--- config.mk ---
export PLATFORM = sky130hd
export DESIGN_NAME = mcycle_unit
export DESIGN_NICKNAME = d
export VERILOG_FILES = /design/src/rtl/mcycle_unit_pkg.sv /design/src/rtl/mcycle_unit_div_step.sv /design/src/rtl/mcycle_unit.sv
export SDC_FILE = /design/constraint.sdc
export NUM_CORES = 1
export LEC_CHECK = 0
export BUFFER_PORTS_ARGS = -buffer_cell sky130_fd_sc_hd__buf_2
export CAP_MARGIN = 20
export CORE_ASPECT_RATIO = 0.8
export CORE_MARGIN = 1.5
export CORE_UTILIZATION = 40
export DETAILED_ROUTE_END_ITERATION = 16
export GPL_ROUTABILITY_DRIVEN = 0
export SLEW_MARGIN = 10
export SYNTH_ARGS = -nofsm -noshare
export SYNTH_HDL_FRONTEND = slang
export SYNTH_HIERARCHICAL = 1
export SYNTH_SLANG_ARGS = --single-unit
export TNS_END_PERCENT = 50
--- constraint.sdc ---
create_clock -name CLK -period 7 [get_ports CLK]
set_input_delay 0.7 -clock CLK [delete_from_list [all_inputs] [get_ports CLK]]
set_output_delay 0.7 -clock CLK [all_outputs]
set_load 0.1 [all_outputs]
--- src/rtl/mcycle_unit_pkg.sv ---
// Shared definitions for the multi-cycle multiply/divide unit: op encodings,
// state encodings and the default operand width.
package mcycle_unit_pkg;
   localparam int DEFAULT_WIDTH = 32;

   localparam logic MCYCLE_MUL = 1'b0;
   localparam logic MCYCLE_DIV = 1'b1;

   typedef enum logic [1:0] {
      S_IDLE = 2'd0,
      S_MUL  = 2'd1,
      S_DIV  = 2'd2,
      S_DONE = 2'd3
   } state_t;
endpackage

--- src/rtl/mcycle_unit_div_step.sv ---
// One combinational restoring-division step: shift in the next dividend bit,
// subtract the divisor when it fits and emit the quotient bit.
module mcycle_unit_div_step #(
   parameter int WIDTH = 32
) (
   input  logic [WIDTH-1:0] rem,
   input  logic             msb,
   input  logic [WIDTH-1:0] divisor,
   output logic [WIDTH-1:0] rem_nx,
   output logic             qbit
);
   logic [WIDTH:0] shifted;

   // Compare at WIDTH+1 bits so divisors with the top bit set still work;
   // when the subtract happens the difference always fits in WIDTH bits.
   assign shifted = {rem, msb};
   assign qbit    = (shifted >= {1'b0, divisor});
   assign rem_nx  = qbit ? (shifted[WIDTH-1:0] - divisor) : shifted[WIDTH-1:0];
endmodule

--- src/rtl/mcycle_unit.sv ---
// Iterative unsigned multiply / restoring divide with pipeline stall (Busy).
// The divide datapath is present only when MCYCLE_DIV_EN is defined.
module mcycle_unit
   import mcycle_unit_pkg::*;
#(
   parameter int WIDTH = DEFAULT_WIDTH
) (
   input  logic             CLK,
   input  logic             RESET,
   input  logic             Start,
   input  logic             MCycleOp,
   input  logic [WIDTH-1:0] Operand1,
   input  logic [WIDTH-1:0] Operand2,
   output logic [WIDTH-1:0] Result1,
   output logic [WIDTH-1:0] Result2,
   output logic             Busy
);
   localparam int CW = $clog2(WIDTH);
   localparam logic [CW-1:0] LAST = CW'(WIDTH - 1);

   state_t             state;
   logic [CW-1:0]      cnt;
   logic [WIDTH-1:0]   opa;      // multiplicand, or dividend shifting into quotient
   logic [2*WIDTH-1:0] acc;      // {partial product, remaining multiplier bits}
   logic [WIDTH:0]     sum;
   logic [2*WIDTH-1:0] acc_nx;

   assign Busy = (state == S_IDLE && Start) || state == S_MUL || state == S_DIV;

   assign sum    = {1'b0, acc[2*WIDTH-1:WIDTH]} + {1'b0, (acc[0] ? opa : '0)};
   assign acc_nx = {sum, acc[WIDTH-1:1]};

`ifdef MCYCLE_DIV_EN
   logic [WIDTH-1:0] opb;
   logic [WIDTH-1:0] rem;
   logic [WIDTH-1:0] rem_nx;
   logic             qbit;

   mcycle_unit_div_step #(.WIDTH(WIDTH)) u_div_step (
      .rem     (rem),
      .msb     (opa[WIDTH-1]),
      .divisor (opb),
      .rem_nx  (rem_nx),
      .qbit    (qbit)
   );
`endif

   always_ff @(posedge CLK or posedge RESET) begin
      if (RESET) begin
         state   <= S_IDLE;
         cnt     <= '0;
         opa     <= '0;
         acc     <= '0;
         Result1 <= '0;
         Result2 <= '0;
`ifdef MCYCLE_DIV_EN
         opb     <= '0;
         rem     <= '0;
`endif
      end else begin
         case (state)
            S_IDLE: if (Start) begin
               cnt <= '0;
               opa <= Operand1;
               acc <= {{WIDTH{1'b0}}, Operand2};
`ifdef MCYCLE_DIV_EN
               opb <= Operand2;
               rem <= '0;
`endif
               if (MCycleOp == MCYCLE_MUL) begin
                  state <= S_MUL;
               end else begin
`ifdef MCYCLE_DIV_EN
                  state   <= S_DIV;
`else
                  Result1 <= '0;
                  Result2 <= '0;
                  state   <= S_DONE;
`endif
               end
            end
            S_MUL: begin
               acc <= acc_nx;
               if (cnt == LAST) begin
                  Result1 <= acc_nx[WIDTH-1:0];
                  Result2 <= acc_nx[2*WIDTH-1:WIDTH];
                  state   <= S_DONE;
               end else begin
                  cnt <= cnt + CW'(1);
               end
            end
`ifdef MCYCLE_DIV_EN
            S_DIV: begin
               rem <= rem_nx;
               opa <= {opa[WIDTH-2:0], qbit};
               if (cnt == LAST) begin
                  Result1 <= {opa[WIDTH-2:0], qbit};
                  Result2 <= rem_nx;
                  state   <= S_DONE;
               end else begin
                  cnt <= cnt + CW'(1);
               end
            end
`endif
            S_DONE: state <= S_IDLE;
            default: state <= S_IDLE;
         endcase
      end
   end
endmodule
### Yosys cells after proc, flatten, opt, wreduce, memory -nomap -nowiden

Index checks and enable logic that the tools add are counted.

| word-level totals | value |
|---|---|
| register bits | 167 |
| bits of input ports | 68 |
| logic and storage cells | 41 |

| cells by class | value |
|---|---|
| $add $sub $neg | 2 |
| eq/ne operators | 7 |
| muxes and demuxes | 16 |
| reductions and logical operators | 10 |

Operators with widths:

| kind | number |
|---|---|
| 2-to-1 mux 32 bit | 5 |
| one-hot mux 32 bit (2 select lines) | 2 |
| one-hot mux 64 bit (2 select lines) | 1 |
| 2-to-1 mux 64 bit | 1 |
| adder 32 x 32 -> 33 bit | 1 |
| 2-to-1 mux 5 bit | 2 |
| one-hot mux 5 bit (2 select lines) | 1 |
| 2-to-1 mux 2 bit | 3 |
| != test 2 bit, second input constant | 3 |
| AND reduction 2 bit | 3 |
| adder 5 x 1 -> 5 bit, second input constant | 1 |
| == test 5 bit, second input constant | 1 |
| one-hot mux 2 bit (2 select lines) | 1 |
| AND reduction 4 bit | 1 |
| AND reduction 3 bit | 1 |
| == test 2 x 1 -> 1 bit, second input constant | 1 |
| == test 2 bit, second input constant | 1 |
| zero test 2 bit | 1 |
| logical OR 1 bit | 2 |
| != test 2 x 1 -> 1 bit, second input constant | 1 |
| nonzero test 2 bit | 1 |
| logical AND 1 bit | 1 |

### Logic depth before layout (Yosys ltp)

Gate-level depths: netlist of the first run.

| logic depth | value |
|---|---|
| word-level depth | 4 |
| depth in mapped cells | 13 |
| mapped depth without buffers | 13 |

### Worst setup path after synthesis of the first run

OpenSTA, ideal clock, no wires.

| timing path | value |
|---|---|
| path kind | input -> output |
| start point | input Start |
| end point | output Busy |
| arrival time | 2,200 ps |
| required time | 6,300 ps |
| path slack | 4,100 ps |
| stages on the path | 2 |
| path buffers | 0 |
| path through | nor3_1 > a21oi_1 |

| on the way | value |
|---|---|
| cells in the longest elaborated chain, start to end | 3 |

Ends and longest elaborated chain:

| what | line | RTL |
|---|---|---|
| start, declared | mcycle_unit.sv:10 | `input logic Start,` |
| logical AND 1 bit | mcycle_unit.sv:28 | `assign Busy = (state == S_IDLE && Start) \|\| state == S_MUL \|\| state == S_DIV;` |
| logical OR 1 bit (2 in a row) | mcycle_unit.sv:28 |  |
| end, declared | mcycle_unit.sv:16 | `output logic Busy` |

No other way between the ends.

### Final worst setup path of the first run

| timing path | value |
|---|---|
| start point | register acc[0] |
| end point | register Result2[29] |

| on the way | value |
|---|---|
| cells in the longest elaborated chain, start to end | 4 |

Ends and longest elaborated chain:

| what | line | RTL |
|---|---|---|
| start, declared | mcycle_unit.sv:24 | `logic [2*WIDTH-1:0] acc;` |
| start signal, assigned | mcycle_unit.sv:65 | `acc <= {{WIDTH{1'b0}}, Operand2};` |
| start signal, assigned | mcycle_unit.sv:83 | `acc <= acc_nx;` |
| 2-to-1 mux 32 bit | mcycle_unit.sv:30 | `assign sum = {1'b0, acc[2*WIDTH-1:WIDTH]} + {1'b0, (acc[0] ? opa : '0)};` |
| adder 32 x 32 -> 33 bit | mcycle_unit.sv:30 |  |
| 2-to-1 mux 32 bit | mcycle_unit.sv:84 | `if (cnt == LAST) begin` |
| one-hot mux 32 bit (2 select lines) | mcycle_unit.sv:61 | `case (state)` |
| end signal, assigned | mcycle_unit.sv:86 | `Result2 <= acc_nx[2*WIDTH-1:WIDTH];` |
| end, declared | mcycle_unit.sv:15 | `output logic [WIDTH-1:0] Result2,` |

No other way between the ends. The select of a mux whose other input is x is not followed.
A chain may end at the register's enable or synchronous reset.

==> results.md, run 1 <==
- Nets: 1078
- Post-CTS Setup Bufs: 0
- Synth Flop Type: dfrtp_1
- Die area: 21300 um2
- Post-CTS sizing: 0
- Vias in the first global route: 6035
- Placed Area: 9060 um2
- TNS Setup: 0 ps
- Fmax: 270 MHz
- Worst EP required: 7290 ps
- Crit path DAT: 4000 ps
- Synth Register Bits: 167
- EDFF count, synth: 0
- Core area: 19900 um2
- Rel. slew slack: 36.4%
- Synthesized Nets: 963
- Clk sink count: 167
- Mapped Avg Cell Area: 9.49 um2
- Wirelength per Cell: 15.5 um
- Sequential Area: 4180 um2
- Worst Path Max Fanout: 33
- Worst clock skew: 11.9 ps
- Drt initial violations: 319
- Total global routing overflow: 0
- Residual DRC: 0
- Clk slew on worst S/H paths: 70 ps
- Setup repair after global routing missed its margin: false
- Run status: finished, final reports clean
- Fillers: 1986
- First-pass GRT wire length: 31.7 mm
- Antenna viol nets, final: 0
- Slew at the pin closest to its max-slew limit: 954 ps
- Syn-to-layout area delta: 18.3%
- Synth warn: 6
- Period utilisation layout: 52.9%
- Number of buffers added on ports: 132
- Initial antenna violation count: 0
- Hpwl dp: 13.0 mm
- Clock buffer count from CTS: 17
- Reg-to-reg startpoint: acc[0]
- Area of the multi-input gates: 3800 um2
- Register area share after synthesis: 51.2%
- Reg2Reg Depth: 13
- Chip Width: 163 um
- Initial Util: 41.0%
- Antenna fix cells: 0
- Chip height: 131 um
- I/O pin cnt: 133
- Routed WL: 19.4 mm
- Final-report setup violation count: 0
- Maxcap violations: 0
- Max-slew violations: 0
- Clock Path Buffers: 2
- Kind of critical path: flop to flop
- Pin count of the biggest net entering global routing: 125
- Row count: 46
- Final hold viol count: 0
- Clock Tree Root: clkbuf_16
- Synth unique cells: 50
- Post-DR vias/cell: 5.07
- # hold bufs at CTS: 0
- Layout cells sized above 1: 21.4%
- Via count: 6349
- Slack of the worst reg-to-reg path: 3300 ps
- DRT Pass-1 Iters: 5
- Clk_lat worst skew: 430 ps
- Tmin final: 3700 ps
- Ys async rst share: 100%
- Hold Crit Class: input pin to async pin
- Post-Synthesis Cell Area: 8160 um2
- TritonCTS clock tree: built
- Worst setup EP type: flop
- H-tree levels: 4
- Design area: 9650 um2
- Post-Syn Instances: 860
- Setup crit start kind: flop
- RR Endpoint: Result2[29]
- Total Routing Usage GR: 19.0%
## logic make-up (layout without fill, tap and decap cells)
kind of cell	after synthesis	in the layout	share of synthesized area, %
buffers and inverters	55	183	2.53
AND/OR/NAND/NOR	377	377	20.5
adder cells (fa/ha/maj)	35	35	5.46
flip-flops	167	167	51.2
XOR/XNOR	20	20	2.15
multiplexers	41	41	5.54
AO/OA/AOI/OAI	165	165	12.6
## layout make-up
class | instances | area share [%]
Tap cell | 264 | 3.42
Sequential cell | 167 | 43.3
Clock inverter | 13 | 1.24
Inverter | 14 | 0.597
Multi-Input combinational cell | 638 | 39.4
Clock buffer | 19 | 4.59
Timing Repair Buffer | 137 | 7.44
## routing by layer
metal / part of all wire (%) / wire, um / track usage, %
met1: 52 / 10100 / 28.6
met4: 1.0 / 196 / 5.02
met5: 0 / 0 / 0
met3: 4.4 / 854 / 4.23
met2: 42 / 8210 / 27.4
## metrics by stage
stage	setup WS, ps	std cells	util [%]	hold WS, ps
global placement	3400	1219	45.5	457
global route	2980	1252	48.4	469
floorplan	1780	860	-	445
CTS	3230	1251	48.3	462
finish	3300	1252	48.4	444
detailed placement	3240	1219	45.5	463
## state kept, by name, summed over array words and instances (netlist names)
register  cells
acc          64
Result1      32
Result2      32
opa          32
cnt           5
state         2
## critical path, stage by stage (launching register included)
cell and delay (ps):
dfrtp_1 970, and2_1 230, ha_1 160, inv_1 50, fa_1 370, nand2b_1 170, nand2b_1 100, a211o_1 200
a21oi_2 120, o31ai_2 340, nand2_1 170, o311a_1 390, mux2i_1 190, o21ai_1 100
## cell usage after synthesis (2+ instances only)
cell type | instances | area share, %
nand4_1 | 5 | 0.38
or3_1 | 5 | 0.38
nand3_1 | 44 | 2.7
o21ai_0 | 70 | 4.3
nor2b_1 | 3 | 0.23
nand2_1 | 226 | 10
mux2i_1 | 8 | 0.98
o221ai_1 | 2 | 0.21
nor3b_1 | 2 | 0.18
o21ai_1 | 6 | 0.37
a211oi_1 | 5 | 0.46
nor3_1 | 6 | 0.37
a32o_1 | 2 | 0.25
o31ai_1 | 2 | 0.18
xor2_1 | 6 | 0.64
nand2b_1 | 5 | 0.38
nand3b_1 | 4 | 0.37
and3_1 | 6 | 0.46
a21oi_1 | 25 | 1.5
clkbuf_1 | 37 | 1.7
dfrtp_1 | 167 | 51
nor2_1 | 29 | 1.3
buf_1 | 4 | 0.18
inv_1 | 14 | 0.64
a22o_1 | 13 | 1.4
and2_1 | 37 | 2.8
a211o_1 | 2 | 0.21
a21oi_2 | 2 | 0.21
a31oi_1 | 5 | 0.38
a21boi_0 | 2 | 0.18
o21bai_1 | 3 | 0.28
o21a_1 | 2 | 0.18
a21o_1 | 16 | 1.5
xnor2_1 | 14 | 1.5
mux2_2 | 33 | 4.6
ha_1 | 34 | 5.2
## how the worst max path moves through the flow
| stage | start | end | slack [ps] | cells after the start |
|---|---|---|---|---|
| 2_1_floorplan | RESET | Result1[0] | 1780 | 1 |
| 3_3_place_gp | acc[0] | Result2[29] | 3400 | 13 |
| 3_5_place_dp | acc[0] | Result2[29] | 3240 | 13 |
| 4_1_cts | acc[0] | Result2[29] | 3230 | 13 |
| 5_1_grt | acc[0] | Result2[29] | 2980 | 13 |
| 6_report | acc[0] | Result2[29] | 3300 | 13 |
## layout by cell type, fill, tap and decap left out, types with 6 or more instances in the layout
| master | Yosys | final |
|---|---|---|
| mux2_2 | 33 | 33 |
| inv_1 | 14 | 13 |
| xnor2_1 | 14 | 14 |
| nor3_1 | 6 | 6 |
| and3_1 | 6 | 6 |
| o21ai_1 | 6 | 6 |
| nand2_1 | 226 | 226 |
| dfrtp_1 | 167 | 167 |
| a21oi_1 | 25 | 25 |
| nor2_1 | 29 | 28 |
| o21ai_0 | 70 | 70 |
| ha_1 | 34 | 34 |
| xor2_1 | 6 | 6 |
| mux2i_1 | 8 | 8 |
| a21o_1 | 16 | 15 |
| buf_2 | 0 | 132 |
| a22o_1 | 13 | 13 |
| nand3_1 | 44 | 44 |
| clkbuf_16 | 0 | 17 |
| and2_1 | 37 | 37 |
Power of run 1 is not shown: default switching activity piles up to over one toggle a cycle in this logic, so the estimate is an artifact.
==> inputs of run 2 (changes only) <==
- clock period: 7 -> 3 ns (I/O delays scaled with it)
==> results.md, run 2 (synthesized netlist as in run 1, its figures left out) <==
- Kind of critical path: flop to flop
- Rel. slew slack: 41.0%
- Worst clock skew: 13.6 ps
- Clk sink count: 167
- WL met2: 9.34 mm
- Antenna viol nets, final: 0
- DR WL met3: 736 um
- Failing checks: setup timing
- I/O pin cnt: 133
- Commonest non-fill, non-tap cell in the layout: nand2_1
- Drt initial violations: 301
- Worst setup EP type: flop
- Routed WL: 20.7 mm
- DRT Pass-1 Iters: 5
- Wirelength per Cell: 15.9 um
- Top reg by flops: acc
- Max-slew violations: 0
- Worst Slack Setup Final: -32.6 ps
- Fillers: 1870
- Total global routing overflow: 0
- Most frequent cells in the layout: 223 x nand2_1, 166 x dfrtp_1, 132 x buf_2, 57 x o21ai_0, 44 x nand3_1
- Residual DRC: 0
- Top Metal Used: met4
- Slew at the pin closest to its max-slew limit: 883 ps
- Die area: 21300 um2
- Clock Tree Root: clkbuf_16
- Initial antenna violation count: 0
- Fmax: 330 MHz
- Final hold viol count: 0
- Syn-to-layout area delta: 29.5%
- Number of buffers added on ports: 132
- Setup repair after global routing missed its margin: true
- Clk slew on worst S/H paths: 70 ps
- Sequential Area: 4180 um2
- Clock Path Buffers: 2
- Via count: 6600
- Total Routing Usage GR: 19.4%
- Tmin final: 3030 ps
- Clock buffer count from CTS: 17
- Maxcap violations: 0
- Initial Util: 41.0%
- Clk_lat worst skew: 430 ps
- Worst Path Max Fanout: 8
- Run status: complete, but fails checks
- Nets: 1127
- Antenna fix cells: 0
- First-pass GRT wire length: 32.6 mm
- Core area: 19900 um2
- Hpwl dp: 13.8 mm
- Layout cells sized above 1: 29.8%
- Post-DR vias/cell: 5.07
- Largest register FFs: 64
- Metal1 wirelength: 10.3 mm
- Core Util, Final: 53.0%
- H-tree levels: 4
- Hold Crit Class: input pin to async pin
- Row count: 46
- TritonCTS clock tree: built
- Final-report setup violation count: 2
- # hold bufs at CTS: 0
- Crit path DAT: 3330 ps
- Period utilisation layout: 101%
- Vias in the first global route: 6401
- Chip Width: 163 um
- Worst EP required: 3300 ps
- Area of the multi-input gates: 4170 um2
- Setup crit start kind: flop
- Pin count of the biggest net entering global routing: 91
- Chip height: 131 um
==> run 2: what timing repair did <==
item | 4_1_cts | 5_1_grt
setup endpoints to repair | 9 | 33
pin swaps | 6 | 26
setup buffers | 5 | 6
gates resized for setup | 11 | 65
cloned | 0 | 2
==> run 2: worst paths after layout <==
check | start | slack, ps | cells after the start | end
worst max-delay path | acc[0] | -30 | 13 | acc[62]
worst min-delay path | RESET | 60 | 2 | opa[27]
worst max register to register | acc[0] | -30 | 13 | acc[62]
worst min register to register | Result1[25] | 470 | 2 | Result1[25]
max in group asynchronous | RESET | 2200 | 3 | Result2[30]
min in group CLK | Operand2[3] | 90 | 3 | acc[3]
==> run 2: final cells by class <==
type	count	share of cell area, %
Sequential cell	167	39.6
Clock buffer	22	4.39
Multi-Input combinational cell	638	39.4
Clock inverter	10	1.36
Timing Repair Buffer	186	11.6
Inverter	14	0.533
Tap cell	264	3.13
==> run 2: critical path, cell delays in order, from the launching register on <==
cell and delay, ps:
dfrtp_2 430, buf_12 140, buf_12 130, buf_12 120, and2_4 150, ha_4 210
a211oi_2 200, o22ai_1 110, nor4_2 390, a21oi_4 110, a21o_4 250, a221oi_4 260
mux2i_1 280, nand2_1 90
==> run 2: metal layers <==
metal	track usage, %	up-vias
met5	0	-
met4	5.72	0
met3	3.69	27
met2	29.5	133
met1	28.1	3168
li1	-	3272
==> run 2: per-stage QoR <==
step | instance area [um2] | setup TNS (ps) | instances | hold slack, ps | worst slack [ps]
2_1_floorplan | 8160 | 0 | 860 | 429 | 244
3_3_place_gp | 9430 | 0 | 1256 | 458 | 21.5
3_5_place_dp | 9430 | -195 | 1256 | 466 | -61.9
4_1_cts | 10100 | -5.00 | 1293 | 72.7 | -5.00
5_1_grt | 10600 | -1320 | 1301 | 83.4 | -150
6_report | 10600 | -64.3 | 1301 | 58.8 | -32.6
Power of run 2 is left out for the same reason.
==> inputs of run 3 (changes only) <==
- ABC_AREA: unset -> 1
==> results.md, run 3 <==
- Wirelength per Cell: 13.9 um
- Crit path DAT: 2190 ps
- Hpwl dp: 17.6 mm
- Vias in the first global route: 7647
- Top post-synthesis cells by area: dfrtp_1 46%, nand2_1 25%, inv_1 6.5%, ha_1 4.7%, nand3_1 4.3%
- Ys async rst share: 100%
- Routed WL: 23.7 mm
- Final-report setup violation count: 0
- P_leak: 6.24 nW
- Simple-gate share of the synthesized area: 33.4%
- Clk slew on worst S/H paths: 70 ps
- Synth Flop Type: dfrtp_1
- Chip height: 137 um
- Setup repair after global routing missed its margin: false
- Antenna viol nets, final: 0
- XOR/XNOR share of the synthesized area: 0%
- Total Routing Usage GR: 21.6%
- Post-CTS sizing: 0
- Largest family of logic cells by synthesized area: simple AND/OR/NAND/NOR gates
- Mapped Avg Cell Area: 7.09 um2
- Compound-Gate Fraction of Synth Area: 6.47%
- Pwr dens: 1240 nW/um2
- Via count: 8018
- Fraction of the mapped netlist area in adder cells: 4.94%
- Fmax: 401 MHz
- Worst EP required: 2700 ps
- Yosys top cell area share: 46.3%
- Tmin final: 2490 ps
- Initial Util: 41.3%
- Post-Synthesis Cell Area: 9020 um2
- Worst Slack Setup Final: 507 ps
- Core area: 21900 um2
- EDFF count, synth: 0
- Most frequent cells in the layout: 598 x nand2_1, 167 x dfrtp_1, 154 x inv_1, 131 x buf_2, 78 x nand3_1
- Number of buffers added on ports: 132
- Fillers: 2262
- H-tree levels: 4
- Most common library cells after synthesis: 598 x nand2_1, 167 x dfrtp_1, 155 x inv_1
- Layout cells sized above 1: 13.4%
- Die area: 23500 um2
- Nets: 1498
- Synth area leader: dfrtp_1
- Clock buffer count from CTS: 17
- Clock Path Buffers: 2
- Hold Crit Class: input pin to flop
- Initial antenna violation count: 0
- VDD IR max: 0.000882 V
- Slew at the pin closest to its max-slew limit: 716 ps
- Kind of critical path: flop to primary output
- Rel. slew slack: 52.3%
- Clk sink count: 167
- Max-slew violations: 0
- Post-DR vias/cell: 4.69
- I/O pin cnt: 133
- Clock Tree Root: clkbuf_16
- Row count: 48
- Worst clock skew: 10.8 ps
- Run status: finished, final reports clean
- Total power: 13.2 mW
- Total global routing overflow: 0
- Synth unique cells: 31
- Post-Syn Instances: 1272
- Area of the multi-input gates: 4050 um2
- Register area share after synthesis: 46.3%
- Commonest non-fill, non-tap cell in the layout: nand2_1
- Antenna fix cells: 0
- First-pass GRT wire length: 39.3 mm
- Setup crit start kind: flop
- DRT Pass-1 Iters: 5
- Maxcap violations: 0
- Largest register FFs: 64
- TNS Setup: 0 ps
- Most numerous cell in the Yosys netlist: nand2_1
- Final hold viol count: 0
- Top reg by flops: acc
- Pre-CTS setup slack: 669 ps
- Worst setup EP type: primary output
- CP max stage cell: dfrtp_1
- Synth Register Bits: 167
- TritonCTS clock tree: built
- Residual DRC: 0
- Pin count of the biggest net entering global routing: 90
- Mux share of post-synthesis cell area: 0%
- CP Cell Sequence: nor2_1 -> nand2_2 -> inv_2 -> nor2_4 -> nand2_1 -> buf_12
- Worst path max stage delay: 440 ps
- Period utilisation layout: 83.1%
- Sequential Area: 4180 um2
- Chip Width: 171 um
- Worst Path Max Fanout: 16
- Clk_lat worst skew: 450 ps
- Syn-to-layout area delta: 18.1%
- Synthesized Nets: 1375
- Drt initial violations: 496
- Synth warn: 6
run 3: changes by cell type in the layout (fill, tap and decap cells not counted), moves of 13 or more:
cell     previous run  this run
nor2_1             27        51
inv_1              12       154
ha_1               18        34
buf_4              41         7
nand2_1           223       598
mux2_2             33         0
and2_1             34         0
xnor2_1            13         0
a22o_1             13         0
o21ai_1            16        30
o21ai_0            57        42
nand3_1            44        78
a21o_1             14         1
run 3: layout make-up:
class / instances / share of cell area (%)
clock buffer: 17 / 3.99
clock inverter: 15 / 1.68
inverter: 160 / 5.67
multi-input combinational: 904 / 38.0
sequential: 167 / 39.2
tap: 300 / 3.52
timing repair buffer: 145 / 7.87
run 3: metal layers:
layer  vias to the layer above  routed length [um]  track usage [%]
li1                       4181                   -                -
met1                      3638               12300             32.3
met2                       177                9820             31.8
met3                        22                1370             4.60
met4                         0                 257             5.26
met5                         -                   0                0
run 3: cell families after synthesis:
| logic type | count (synthesis) |
|---|---|
| AO/OA/AOI/OAI | 112 |
| adder cells (fa/ha/maj) | 35 |
| buffers and inverters | 201 |
| flip-flops | 167 |
| AND/OR/NAND/NOR | 757 |
run 3: critical path: cells and delay by family, from the launching register on:
kind                   cells  cell delay (ps)
buffers and inverters      2              320
flip-flops                 1              440
AND/OR/NAND/NOR            4              980
run 3: final timing paths:
kind,start,to,slack [ps],cells after the start
setup / recovery,state[0],Busy,510,6
hold / removal,Operand1[31],opa[31],50,3
setup reg to reg,acc[0],acc[60],620,13
hold reg to reg,Result2[22],Result2[22],480,2
max in group asynchronous,RESET,acc[61],1680,4
min in group asynchronous,RESET,Result2[5],470,3
run 3: stage by stage:
stage               hold slack [ps]  cells  cell area [um2]  utilization [%]
floorplan                       410   1272             9020                -
global placement                399   1675            10000             45.9
detailed placement              398   1675            10000             45.9
CTS                            31.3   1708            10700             48.7
global route                   37.9   1708            10700             48.7
finish                         48.1   1708            10700             48.7
run 3: timing repair:
item / in CTS / in global routing
hold buffers: 1 / 0
buffers inserted: 0 / 0
endpoints found under the setup margin: 0 / 0
hold endpoints to repair: 21 / 0
run 3: power breakdown:
| part | switching (mW) | internal [mW] |
|---|---|---|
| logic | 5.52 | 1.70 |
| registers | 0.576 | 3.22 |
| clock network | 1.09 | 1.13 |
| total | 7.19 | 6.06 |
No activity file was read; power rests on OpenSTA's default activity.
